### config.mk
export PLATFORM = sky130hd
export DESIGN_NAME = if_fetch_stage
export DESIGN_NICKNAME = d
export VERILOG_FILES = /design/src/rtl/if_fetch_stage.sv
export SDC_FILE = /design/constraint.sdc
export NUM_CORES = 1
export LEC_CHECK = 0
export BUFFER_PORTS_ARGS = -buffer_cell sky130_fd_sc_hd__buf_2
export CAP_MARGIN = 20
export CORE_ASPECT_RATIO = 0.6
export CORE_UTILIZATION = 54
export DETAILED_ROUTE_END_ITERATION = 8
export PLACE_DENSITY_LB_ADDON = 0.05
export SLEW_MARGIN = 25
export SYNTH_ARGS = -nofsm -noshare
export SYNTH_HDL_FRONTEND = slang
export SYNTH_SLANG_ARGS = --single-unit
export TNS_END_PERCENT = 20
### constraint.sdc
create_clock -name clk -period 1.7 [get_ports clk]
set_input_delay 0.34 -clock clk [delete_from_list [all_inputs] [get_ports clk]]
set_output_delay 0.34 -clock clk [all_outputs]
set_load 0.02 [all_outputs]
### src/rtl/if_fetch_stage.sv
// Instruction-fetch stage: PC register, single-outstanding fetch to a variable-latency
// instruction memory, one-entry skid buffer and the IF/ID pipeline register.
module if_fetch_stage #(
  parameter logic [31:0] RESET_PC = 32'h0000_0000,
  parameter logic [31:0] NOP_INST = 32'h0000_0013
) (
  input  logic        clk,
  input  logic        rst,
  input  logic [31:0] npc_i,
  input  logic        redirect_i,
  input  logic        stall_i,
  output logic        imem_req_o,
  output logic [31:0] imem_addr_o,
  input  logic        imem_rdy_i,
  input  logic [31:0] imem_rdata_i,
  output logic [31:0] pc_o,
  output logic [31:0] ifid_pc_o,
  output logic [31:0] ifid_inst_o,
  output logic        ifid_valid_o
);

  typedef enum logic [1:0] {
    FETCH = 2'd0,
    HOLD  = 2'd1,
    DRAIN = 2'd2
  } state_t;

  state_t      state, state_nxt;
  logic [31:0] pc, pc_nxt;
  logic [31:0] drain_addr, drain_addr_nxt;
  logic [31:0] ifid_pc, ifid_pc_nxt;
  logic [31:0] ifid_inst, ifid_inst_nxt;
  logic        ifid_valid, ifid_valid_nxt;
  logic [31:0] skid_pc, skid_pc_nxt;
  logic [31:0] skid_inst, skid_inst_nxt;
  logic        accept;

  assign accept = !ifid_valid || !stall_i;

  // A request is outstanding in FETCH and DRAIN; DRAIN keeps presenting the
  // abandoned address so the memory sees a stable request until it answers.
  assign imem_req_o   = !rst && (state != HOLD);
  assign imem_addr_o  = (state == DRAIN) ? drain_addr : pc;
  assign pc_o         = pc;
  assign ifid_pc_o    = ifid_pc;
  assign ifid_inst_o  = ifid_inst;
  assign ifid_valid_o = ifid_valid;

  always_ff @(posedge clk) begin
    if (rst) begin
      state      <= FETCH;
      pc         <= RESET_PC;
      drain_addr <= RESET_PC;
      ifid_pc    <= 32'h0;
      ifid_inst  <= NOP_INST;
      ifid_valid <= 1'b0;
      skid_pc    <= 32'h0;
      skid_inst  <= 32'h0;
    end else begin
      state      <= state_nxt;
      pc         <= pc_nxt;
      drain_addr <= drain_addr_nxt;
      ifid_pc    <= ifid_pc_nxt;
      ifid_inst  <= ifid_inst_nxt;
      ifid_valid <= ifid_valid_nxt;
      skid_pc    <= skid_pc_nxt;
      skid_inst  <= skid_inst_nxt;
    end
  end

  // Redirect overrides everything: any word arriving this cycle is stale.
  always_comb begin
    state_nxt      = state;
    pc_nxt         = pc;
    drain_addr_nxt = drain_addr;
    ifid_pc_nxt    = ifid_pc;
    ifid_inst_nxt  = ifid_inst;
    ifid_valid_nxt = ifid_valid;
    skid_pc_nxt    = skid_pc;
    skid_inst_nxt  = skid_inst;

    if (redirect_i) begin
      pc_nxt         = npc_i;
      ifid_valid_nxt = 1'b0;
      ifid_inst_nxt  = NOP_INST;
      skid_pc_nxt    = 32'h0;
      skid_inst_nxt  = 32'h0;
      if (state != HOLD && !imem_rdy_i) begin
        state_nxt = DRAIN;
        if (state == FETCH) drain_addr_nxt = pc;
      end else begin
        state_nxt = FETCH;
      end
    end else begin
      case (state)
        FETCH: begin
          if (imem_rdy_i) begin
            if (accept) begin
              ifid_pc_nxt    = pc;
              ifid_inst_nxt  = imem_rdata_i;
              ifid_valid_nxt = 1'b1;
              pc_nxt         = npc_i;
            end else begin
              skid_pc_nxt   = pc;
              skid_inst_nxt = imem_rdata_i;
              state_nxt     = HOLD;
            end
          end else if (accept) begin
            ifid_valid_nxt = 1'b0;
            ifid_inst_nxt  = NOP_INST;
          end
        end
        HOLD: begin
          if (!stall_i) begin
            ifid_pc_nxt    = skid_pc;
            ifid_inst_nxt  = skid_inst;
            ifid_valid_nxt = 1'b1;
            pc_nxt         = npc_i;
            state_nxt      = FETCH;
          end
        end
        DRAIN: begin
          if (imem_rdy_i) state_nxt = FETCH;
        end
        default: state_nxt = FETCH;
      endcase
    end
  end

endmodule

==> flow_metrics.env, run 1 <==
export IMPL_multi_input_area_sq_um=4330
export IMPL_instances_no_fill=1376
export IMPL_r2r_start="state[0]"
export IMPL_fin_worst_skew_ns=0.0191
export IMPL_root_buffer="clkbuf_16"
export IMPL_r2r_slack_ns=0.12
export IMPL_regArea_sq_um=3910
export IMPL_synth_warnings=0
export IMPL_synth_edf_count=0
export IMPL_vias=8204
export IMPL_rsz0062_at_grt="yes"
export IMPL_rr_worst_depth=4
export IMPL_hold_buffers=0
export IMPL_crit_fanout=13
export IMPL_period_minus_slack_ns=1.96
export IMPL_hold_viol_final=0
export IMPL_ir_worst_vdd_v=0.000452
export IMPL_initial_core_util=0.562
export IMPL_power_uw=10600
export IMPL_syn_area_per_cell_sq_um=8.71
export IMPL_cp_slowest_stage_delay_ns=0.35
export IMPL_rr_endpoint="drain_addr[5]"
export IMPL_syn_cell_area_sq_um=8760
export IMPL_cts_tree="yes"
export IMPL_drc_errors=14
export IMPL_grt_pass1_vias=7393
export IMPL_busiest_layer="met2"
export IMPL_cts_sinks=195
export IMPL_hold_path_startpoint="npc_i[15]"
export IMPL_final_common_cell="dfxtp_1"
export IMPL_cp_slowest_cell="mux2_2"
export IMPL_fmax_mhz=510
export IMPL_routed_wirelength_mm=25.1
export IMPL_arrival_ns=1.62
export IMPL_gp_congestion=0.822
export IMPL_grt_max_degree=69
export IMPL_path_cells="nand2b_4, buf_12, mux2_2, buf_2"
export IMPL_dominantRegCellSynth="dfxtp_1"
export IMPL_cp_required_ns=1.36
export IMPL_place_hpwl_mm=15.7
export IMPL_firstDrtPassIters=7
export IMPL_port_buffer_count=198
export IMPL_hold_path_cell_count=3
export IMPL_cts_path_max_buffers=2
export IMPL_wl_per_cell_um=18.3
export IMPL_end_kind="output port"
export IMPL_fin_ws_ns=-0.260
export IMPL_area_growth_pct=22.7
export IMPL_met1_usage=0.443
export IMPL_yosys_area_top_type_share=0.445
export IMPL_synth_seq_cells=195
export IMPL_post_route_period_util=1.15
export IMPL_seq_area_frac_synth=0.445
export IMPL_drv_slew=0
export IMPL_fill_cells=1309
export IMPL_status="finished with violations"
export IMPL_maxCapViolCount=0
export IMPL_setup_viol=33
export IMPL_ant_nets=0
export IMPL_die_w_um=166
export IMPL_synth_distinct_cells=35
export IMPL_drive_gt1_frac=0.302
export IMPL_dp_cells=1340
export IMPL_grt_overflow_total=0
export IMPL_use_met2=0.450
export IMPL_nets=1229
export IMPL_num_antenna_cells=0
export IMPL_core_rowCount=35
export IMPL_synth_cells=1006
export IMPL_die_area_sq_um=16800
export IMPL_cts_max_level=4
export IMPL_ios=199
export IMPL_path_class="register to output port"
export IMPL_max_slew_worst_pin_slew_ns=0.387
export IMPL_final_cell_mix="dfxtp_1, buf_2, nand2_1"
export IMPL_cts_made_buffers=17
export IMPL_async_reset_ff_frac=0
export IMPL_clkLatencyLatePin_ns=0.44
export IMPL_slew_headroom=0.742
export IMPL_clkTransAtPathRegs_ns=0.08
export IMPL_grt_pass1_wl_mm=40.3
export IMPL_yosys_top_cells_area="dfxtp_1, a21oi_1, nand2_1"
export IMPL_die_y_um=101
export IMPL_powerDensity_nw_per_um2=984
export IMPL_viasPerCell=5.96
export IMPL_grt_use_met3=0.0565
export IMPL_violations="design-rule violations, negative setup slack"
export IMPL_p_leak_uw=0.00415
export IMPL_synth_largest_area_cell="dfxtp_1"
export IMPL_core_area_sq_um=15600
export IMPL_drtIter0Drc=789
export IMPL_min_to="pc_o[15]"
export IMPL_startpoint_type="register"
export IMPL_grtUsageTotal=0.301
export IMPL_hp_class="input port to register"
export IMPL_antenna_found_initial=0
export IMPL_syn_nets=1075
[power by group]
part / switching, uW / internal, uW / leakage [uW] / total, uW
combinational: 935 / 605 / 0.00226 / 1540
clock: 1930 / 2190 / 0.000297 / 4120
sequential: 181 / 4740 / 0.00159 / 4920
total: 3050 / 7530 / 0.00415 / 10600
[area by class of cell]
type | instances | area share
sequential | 195 | 0.364
clock buffer | 19 | 0.0421
multi-input combinational | 697 | 0.403
clock inverter | 13 | 0.0145
timing repair buffer | 246 | 0.152
tap | 203 | 0.0236
inverter | 3 | 0.00105
[logic make-up (layout without fill, tap and decap cells)]
| group | count (synthesis) | in the layout | synth area share |
|---|---|---|---|
| compound gates | 296 | 296 | 0.225 |
| fa+ha+maj | 1 | 1 | 0.00114 |
| buf+inv | 114 | 281 | 0.0664 |
| flops | 195 | 195 | 0.445 |
| simple gates | 336 | 336 | 0.184 |
| mux | 64 | 64 | 0.0777 |
[timing repair]
action	CTS	global route
gates resized for setup	7	10
setup buffers	0	2
setup endpoints to repair	33	35
cloned	1	1
[state kept, by name, indices dropped and copies added, names as in the netlist]
register      flops
drain_addr       32
state             2
ifid_pc_o        32
pc_o             32
skid_pc          32
ifid_inst_o      32
ifid_valid_o      1
skid_inst        32
[cells in the mapped netlist (all sizes together), types with 6 or more instances]
library cell,instances
buf,64
mux2,32
a31oi,32
nand2,158
a21oi,127
clkbuf,47
nand2b,66
o21ai,70
a311oi,61
nor2,6
mux2i,32
nand3,93
dfxtp,195
[worst max path at each step]
stage,start,endpoint,slack (ns),cells after the start
after floorplan,state[0],imem_addr_o[5],0.1,4
after global routing,state[0],imem_addr_o[22],-0.31,4
after global placement,state[1],ifid_inst_o[1],0.11,5
final,state[0],imem_addr_o[23],-0.26,4
after CTS,state[0],imem_addr_o[23],-0.27,4
after detailed placement,state[1],ifid_inst_o[20],0.1,5
[critical path, delay by kind of cell (launching register included)]
| kind | cells | cell delay, ns |
|---|---|---|
| buffers and inverters | 2 | 0.33 |
| flip-flops | 1 | 0.32 |
| multiplexers | 1 | 0.35 |
| AND/OR/NAND/NOR | 1 | 0.19 |
[layer usage]
metal | routed length [um] | up-vias
li1 | - | 3892
met1 | 12000 | 3942
met2 | 10900 | 344
met3 | 2040 | 26
met4 | 246 | 0
met5 | 0 | -
[through the flow]
step	instance area, sq um	setup slack, ns	util	hold WS [ns]	TNS (ns)
after floorplan	8760	0.0989	-	0.432	0
after global placement	10000	0.110	0.643	0.440	0
after detailed placement	10000	0.0967	0.643	0.445	0
after CTS	10700	-0.274	0.685	0.139	-8.37
after global routing	10800	-0.312	0.690	0.142	-9.57
final	10800	-0.260	0.690	0.151	-7.66
(Power assumes the default switching activity.)
==> run 2, diff against run 1 <==
--- a/config.mk
+++ b/config.mk
@@ -6,9 +6,9 @@
 export NUM_CORES = 1
 export LEC_CHECK = 0
-export BUFFER_PORTS_ARGS = -buffer_cell sky130_fd_sc_hd__buf_2
 export CAP_MARGIN = 20
 export CORE_ASPECT_RATIO = 0.6
-export CORE_UTILIZATION = 54
+export CORE_UTILIZATION = 63
 export DETAILED_ROUTE_END_ITERATION = 8
+export DONT_BUFFER_PORTS = 1
 export PLACE_DENSITY_LB_ADDON = 0.05
 export SLEW_MARGIN = 25
==> constraint.sdc (replaced) <==
create_clock -name clk -period 1.7 [get_ports clk]
set_input_delay 0.34 -clock clk [delete_from_list [all_inputs] [get_ports clk]]
set_output_delay 0.34 -clock clk [all_outputs]
set_load 0.05 [all_outputs]
==> flow_metrics.env, run 2 (synthesized netlist as in run 1, its figures left out) <==
export IMPL_status="finished with violations"
export IMPL_violations="negative setup slack"
export IMPL_fin_worst_skew_ns=0.0121
export IMPL_path_cells="nand2b_4, buf_12, mux2_4, buf_6"
export IMPL_arrival_ns=1.58
export IMPL_cp_required_ns=1.36
export IMPL_clkLatencyLatePin_ns=0.43
export IMPL_top_layer="met4"
export IMPL_share_seq_of_total_power=0.460
export IMPL_met1_length_mm=10.7
export IMPL_ir_worst_vdd_v=0.000693
export IMPL_cts_sinks=195
export IMPL_hold_viol_final=0
export IMPL_cts_tree="yes"
export IMPL_port_buffer_count=0
export IMPL_viasPerCell=6.71
export IMPL_core_rowCount=32
export IMPL_grt_pass1_wl_mm=40.0
export IMPL_firstDrtPassIters=6
export IMPL_core_area_sq_um=13200
export IMPL_met3_length_mm=2.85
export IMPL_gp_congestion=0.868
export IMPL_die_y_um=93.4
export IMPL_clockPowerShare=0.370
export IMPL_die_area_sq_um=14400
export IMPL_place_hpwl_mm=15.6
export IMPL_wl_per_cell_um=21.6
export IMPL_grt_pass1_vias=7639
export IMPL_hp_class="input port to register"
export IMPL_powerDensity_nw_per_um2=1050
export IMPL_drc_errors=0
export IMPL_antenna_found_initial=0
export IMPL_crit_fanout=8
export IMPL_ant_nets=0
export IMPL_cp_slowest_stage_delay_ns=0.34
export IMPL_final_common_cell="dfxtp_1"
export IMPL_critical_path_top_delay_family="flip-flops"
export IMPL_root_buffer="clkbuf_16"
export IMPL_end_kind="output port"
export IMPL_final_cell_mix="dfxtp_1, nand2_1, a21oi_1"
export IMPL_drv_slew=0
export IMPL_nets=1092
export IMPL_internal_power_uw=7440
export IMPL_period_minus_slack_ns=1.92
export IMPL_clkTransAtPathRegs_ns=0.08
export IMPL_die_w_um=154
export IMPL_max_slew_worst_pin_slew_ns=1.06
export IMPL_p_leak_uw=0.00365
export IMPL_path_class="register to output port"
export IMPL_cts_max_level=4
export IMPL_cts_path_max_buffers=2
export IMPL_p_sw_uw=3390
export IMPL_routed_wirelength_mm=26.1
export IMPL_ios=199
export IMPL_area_growth_pct=17.1
export IMPL_grt_max_degree=133
export IMPL_grtUsageTotal=0.353
export IMPL_vias=8086
export IMPL_initial_core_util=0.663
export IMPL_grt_overflow_total=0
export IMPL_slew_headroom=0.291
export IMPL_fin_ws_ns=-0.224
export IMPL_drtIter0Drc=784
export IMPL_fin_util=0.777
export IMPL_post_route_period_util=1.13
export IMPL_p_sw_frac=0.313
export IMPL_combPwrFrac=0.170
export IMPL_maxCapViolCount=0
export IMPL_num_antenna_cells=0
export IMPL_startpoint_type="register"
export IMPL_cp_slowest_cell="dfxtp_2"
export IMPL_setup_viol=33
export IMPL_dp_cells=1164
export IMPL_drive_gt1_frac=0.205
export IMPL_instances_no_fill=1205
export IMPL_crit_buf_inv=2
export IMPL_wl_met2_mm=12.0
export IMPL_fmax_mhz=520
export IMPL_rsz0062_at_grt="yes"
export IMPL_cts_made_buffers=17
## run 2: cell count changes in the layout (fill, tap and decap cells not counted), moves of 2 or more
cell           before  now
mux2_4              2   32
dlygate4sd3_1       0    7
clkinv_4            0    7
mux2_1              2    0
inv_6               6    2
mux2_2             28    0
buf_4              32   81
buf_2             191    0
## run 2: power groups by stage
stage	Combinational (uW)	Clock, uW	Sequential [uW]
6_report	1840	4000	4980
5_1_grt	1910	4230	5000
4_1_cts	1780	4030	4980
3_5_place_dp	1700	0	5080
3_3_place_gp	1660	0	5070
2_1_floorplan	951	0	5460
## run 2: layout make-up
cell class,instances,area [sq um]
fillers,890,2950
flip-flops and latches,195,3910
multi-input cells,697,4450
repair buffers,109,1090
clock inverters,13,148
inverters,3,11.3
well taps,170,213
clock buffers,18,439
## run 2: what timing repair did
| item | 4_1_cts | 5_1_grt |
|---|---|---|
| setup endpoints to repair | 33 | 36 |
| resized for setup | 40 | 2 |
| hold buffers | 1 | 6 |
| buffers inserted | 1 | 0 |
| hold endpoints to repair | 65 | 21 |
| gates cloned | 3 | 0 |
## run 2: layer usage
layer / track usage / vias to the layer above
met5: 0 / -
met4: 0.127 / 0
met3: 0.0899 / 54
met2: 0.567 / 535
met1: 0.463 / 3890
li1: - / 3607
## run 2: worst paths after layout
path,startpoint,end,slack (ns),cells past startpoint
setup / recovery,state[0],imem_addr_o[5],-0.22,4
hold / removal,imem_rdata_i[22],skid_inst[22],0.05,2
setup reg to reg,state[1],ifid_pc_o[27],0.04,5
hold reg to reg,drain_addr[9],drain_addr[9],0.46,2
## run 2: per-stage QoR
stage / worst slack (ns) / hold slack, ns / instance area [sq um] / TNS [ns] / power, uW
final: -0.224 / 0.0496 / 10300 / -5.88 / 10800
after global routing: -0.266 / 0.0415 / 10300 / -7.25 / 11100
after CTS: -0.250 / -0.0369 / 10200 / -6.69 / 10800
after global placement: 0.147 / 0.417 / 9380 / 0 / 6730
after floorplan: -0.0153 / 0.432 / 8770 / -0.0306 / 6410
after detailed placement: 0.102 / 0.419 / 9380 / 0 / 6770
==> run 3, diff against run 2 <==
RECOVER_POWER = 25   (was not set)
==> flow_metrics.env, run 3 (synthesized netlist as in run 1, its figures left out) <==
export IMPL_slew_headroom=0.296
export IMPL_wl_per_cell_um=21.6
export IMPL_routed_wirelength_mm=26.0
export IMPL_rsz0062_at_grt="yes"
export IMPL_end_kind="output port"
export IMPL_fin_worst_skew_ns=0.0140
export IMPL_p_sw_frac=0.313
export IMPL_vias=8085
export IMPL_p_sw_uw=3380
export IMPL_viasPerCell=6.71
export IMPL_drtIter0Drc=779
export IMPL_startpoint_type="register"
export IMPL_antenna_found_initial=0
export IMPL_final_cell_mix="dfxtp_1, nand2_1, a21oi_1"
export IMPL_r2r_start="state[1]"
export IMPL_die_y_um=93.4
export IMPL_cts_tree="yes"
export IMPL_root_buffer="clkbuf_16"
export IMPL_drive_gt1_frac=0.205
export IMPL_drv_slew=0
export IMPL_ant_nets=0
export IMPL_die_area_sq_um=14400
export IMPL_hp_class="input port to register"
export IMPL_max_slew_worst_pin_slew_ns=1.05
export IMPL_grtUsageTotal=0.353
export IMPL_clkLatencyLatePin_ns=0.43
export IMPL_fin_util=0.775
export IMPL_cts_max_level=4
export IMPL_cp_required_ns=1.36
export IMPL_violations="negative setup slack"
export IMPL_p_leak_uw=0.00364
export IMPL_maxCapViolCount=0
export IMPL_post_route_period_util=1.13
export IMPL_crit_fanout=8
export IMPL_critPathLaunch="state[0]"
export IMPL_clkTransAtPathRegs_ns=0.08
export IMPL_ios=199
export IMPL_powerDensity_nw_per_um2=1060
export IMPL_nets=1092
export IMPL_port_buffer_count=0
export IMPL_grt_overflow_total=0
export IMPL_grt_pass1_vias=7639
export IMPL_cts_made_buffers=17
export IMPL_path_class="register to output port"
export IMPL_grt_pass1_wl_mm=40.0
export IMPL_setup_viol=36
export IMPL_core_rowCount=32
export IMPL_area_growth_pct=16.9
export IMPL_ir_worst_vdd_v=0.000688
export IMPL_grt_max_degree=133
export IMPL_firstDrtPassIters=6
export IMPL_die_w_um=154
export IMPL_power_uw=10800
export IMPL_share_seq_of_total_power=0.461
export IMPL_clockPowerShare=0.370
export IMPL_internal_power_uw=7430
export IMPL_gp_congestion=0.868
export IMPL_cts_sinks=195
export IMPL_final_common_cell="dfxtp_1"
export IMPL_arrival_ns=1.58
export IMPL_cts_path_max_buffers=2
export IMPL_hold_path_startpoint="imem_rdata_i[22]"
export IMPL_initial_core_util=0.663
export IMPL_fmax_mhz=520
export IMPL_drc_errors=0
export IMPL_setup_tns_final_ns=-5.96
export IMPL_fin_ws_ns=-0.222
export IMPL_period_minus_slack_ns=1.92
export IMPL_status="finished with violations"
export IMPL_hold_viol_final=0
export IMPL_num_antenna_cells=0
export IMPL_core_area_sq_um=13200
export IMPL_combPwrFrac=0.170
export IMPL_place_hpwl_mm=15.6
[run 3: per-stage QoR]
stage / hold slack [ns] / instance area (sq um) / cells / setup WS (ns)
CTS: -0.0369 / 10200 / 1200 / -0.250
finish: 0.0508 / 10200 / 1205 / -0.222
global placement: 0.417 / 9380 / 1164 / 0.147
detailed placement: 0.419 / 9380 / 1164 / 0.102
floorplan: 0.432 / 8770 / 1006 / -0.0153
global route: 0.0415 / 10200 / 1205 / -0.266
[run 3: path summary, 6_finish.rpt]
path / end / slack, ns / depth (start not counted)
worst min register to register: drain_addr[9] / 0.46 / 2
worst max register to register: ifid_inst_o[4] / -0.07 / 5
worst max-delay path: imem_addr_o[5] / -0.22 / 4
worst min-delay path: skid_inst[22] / 0.05 / 2
[run 3: layout make-up]
type                    count  area (sq um)
flip-flops and latches    195          3910
clock inverters            13           148
repair buffers            109          1080
well taps                 170           213
inverters                   3          11.3
fillers                   892          2970
multi-input cells         697          4450
clock buffers              18           439
[run 3: layer usage]
layer  up-vias  track usage  routed length (um)
li1       3612            -                   -
met2       522        0.567               12100
met1      3901        0.463               10600
met5         -            0                   0
met4         0        0.127                 511
met3        50       0.0899                2830
[run 3: what timing repair did]
action                                 4_1_cts  5_1_grt
setup endpoints to repair                   33       36
endpoints found under the hold margin       65       21
pin swaps                                    0        0
cloned                                       3        0
setup buffers                                1        0
resized for setup                           40        2
hold buffers                                 1        6
[run 3: power groups by stage]
stage	sequential, uW	clock, uW	combinational [uW]
3_3_place_gp	5070	0	1660
3_5_place_dp	5080	0	1700
5_1_grt	5000	4230	1910
6_report	4980	4000	1830
4_1_cts	4980	4030	1780
2_1_floorplan	5460	0	951
[run 3: worst max-delay path, cell delays in order (launching register included)]
cell      delay, ns
dfxtp_2        0.34
nand2b_4       0.19
buf_12         0.17
mux2_4         0.31
buf_6          0.15
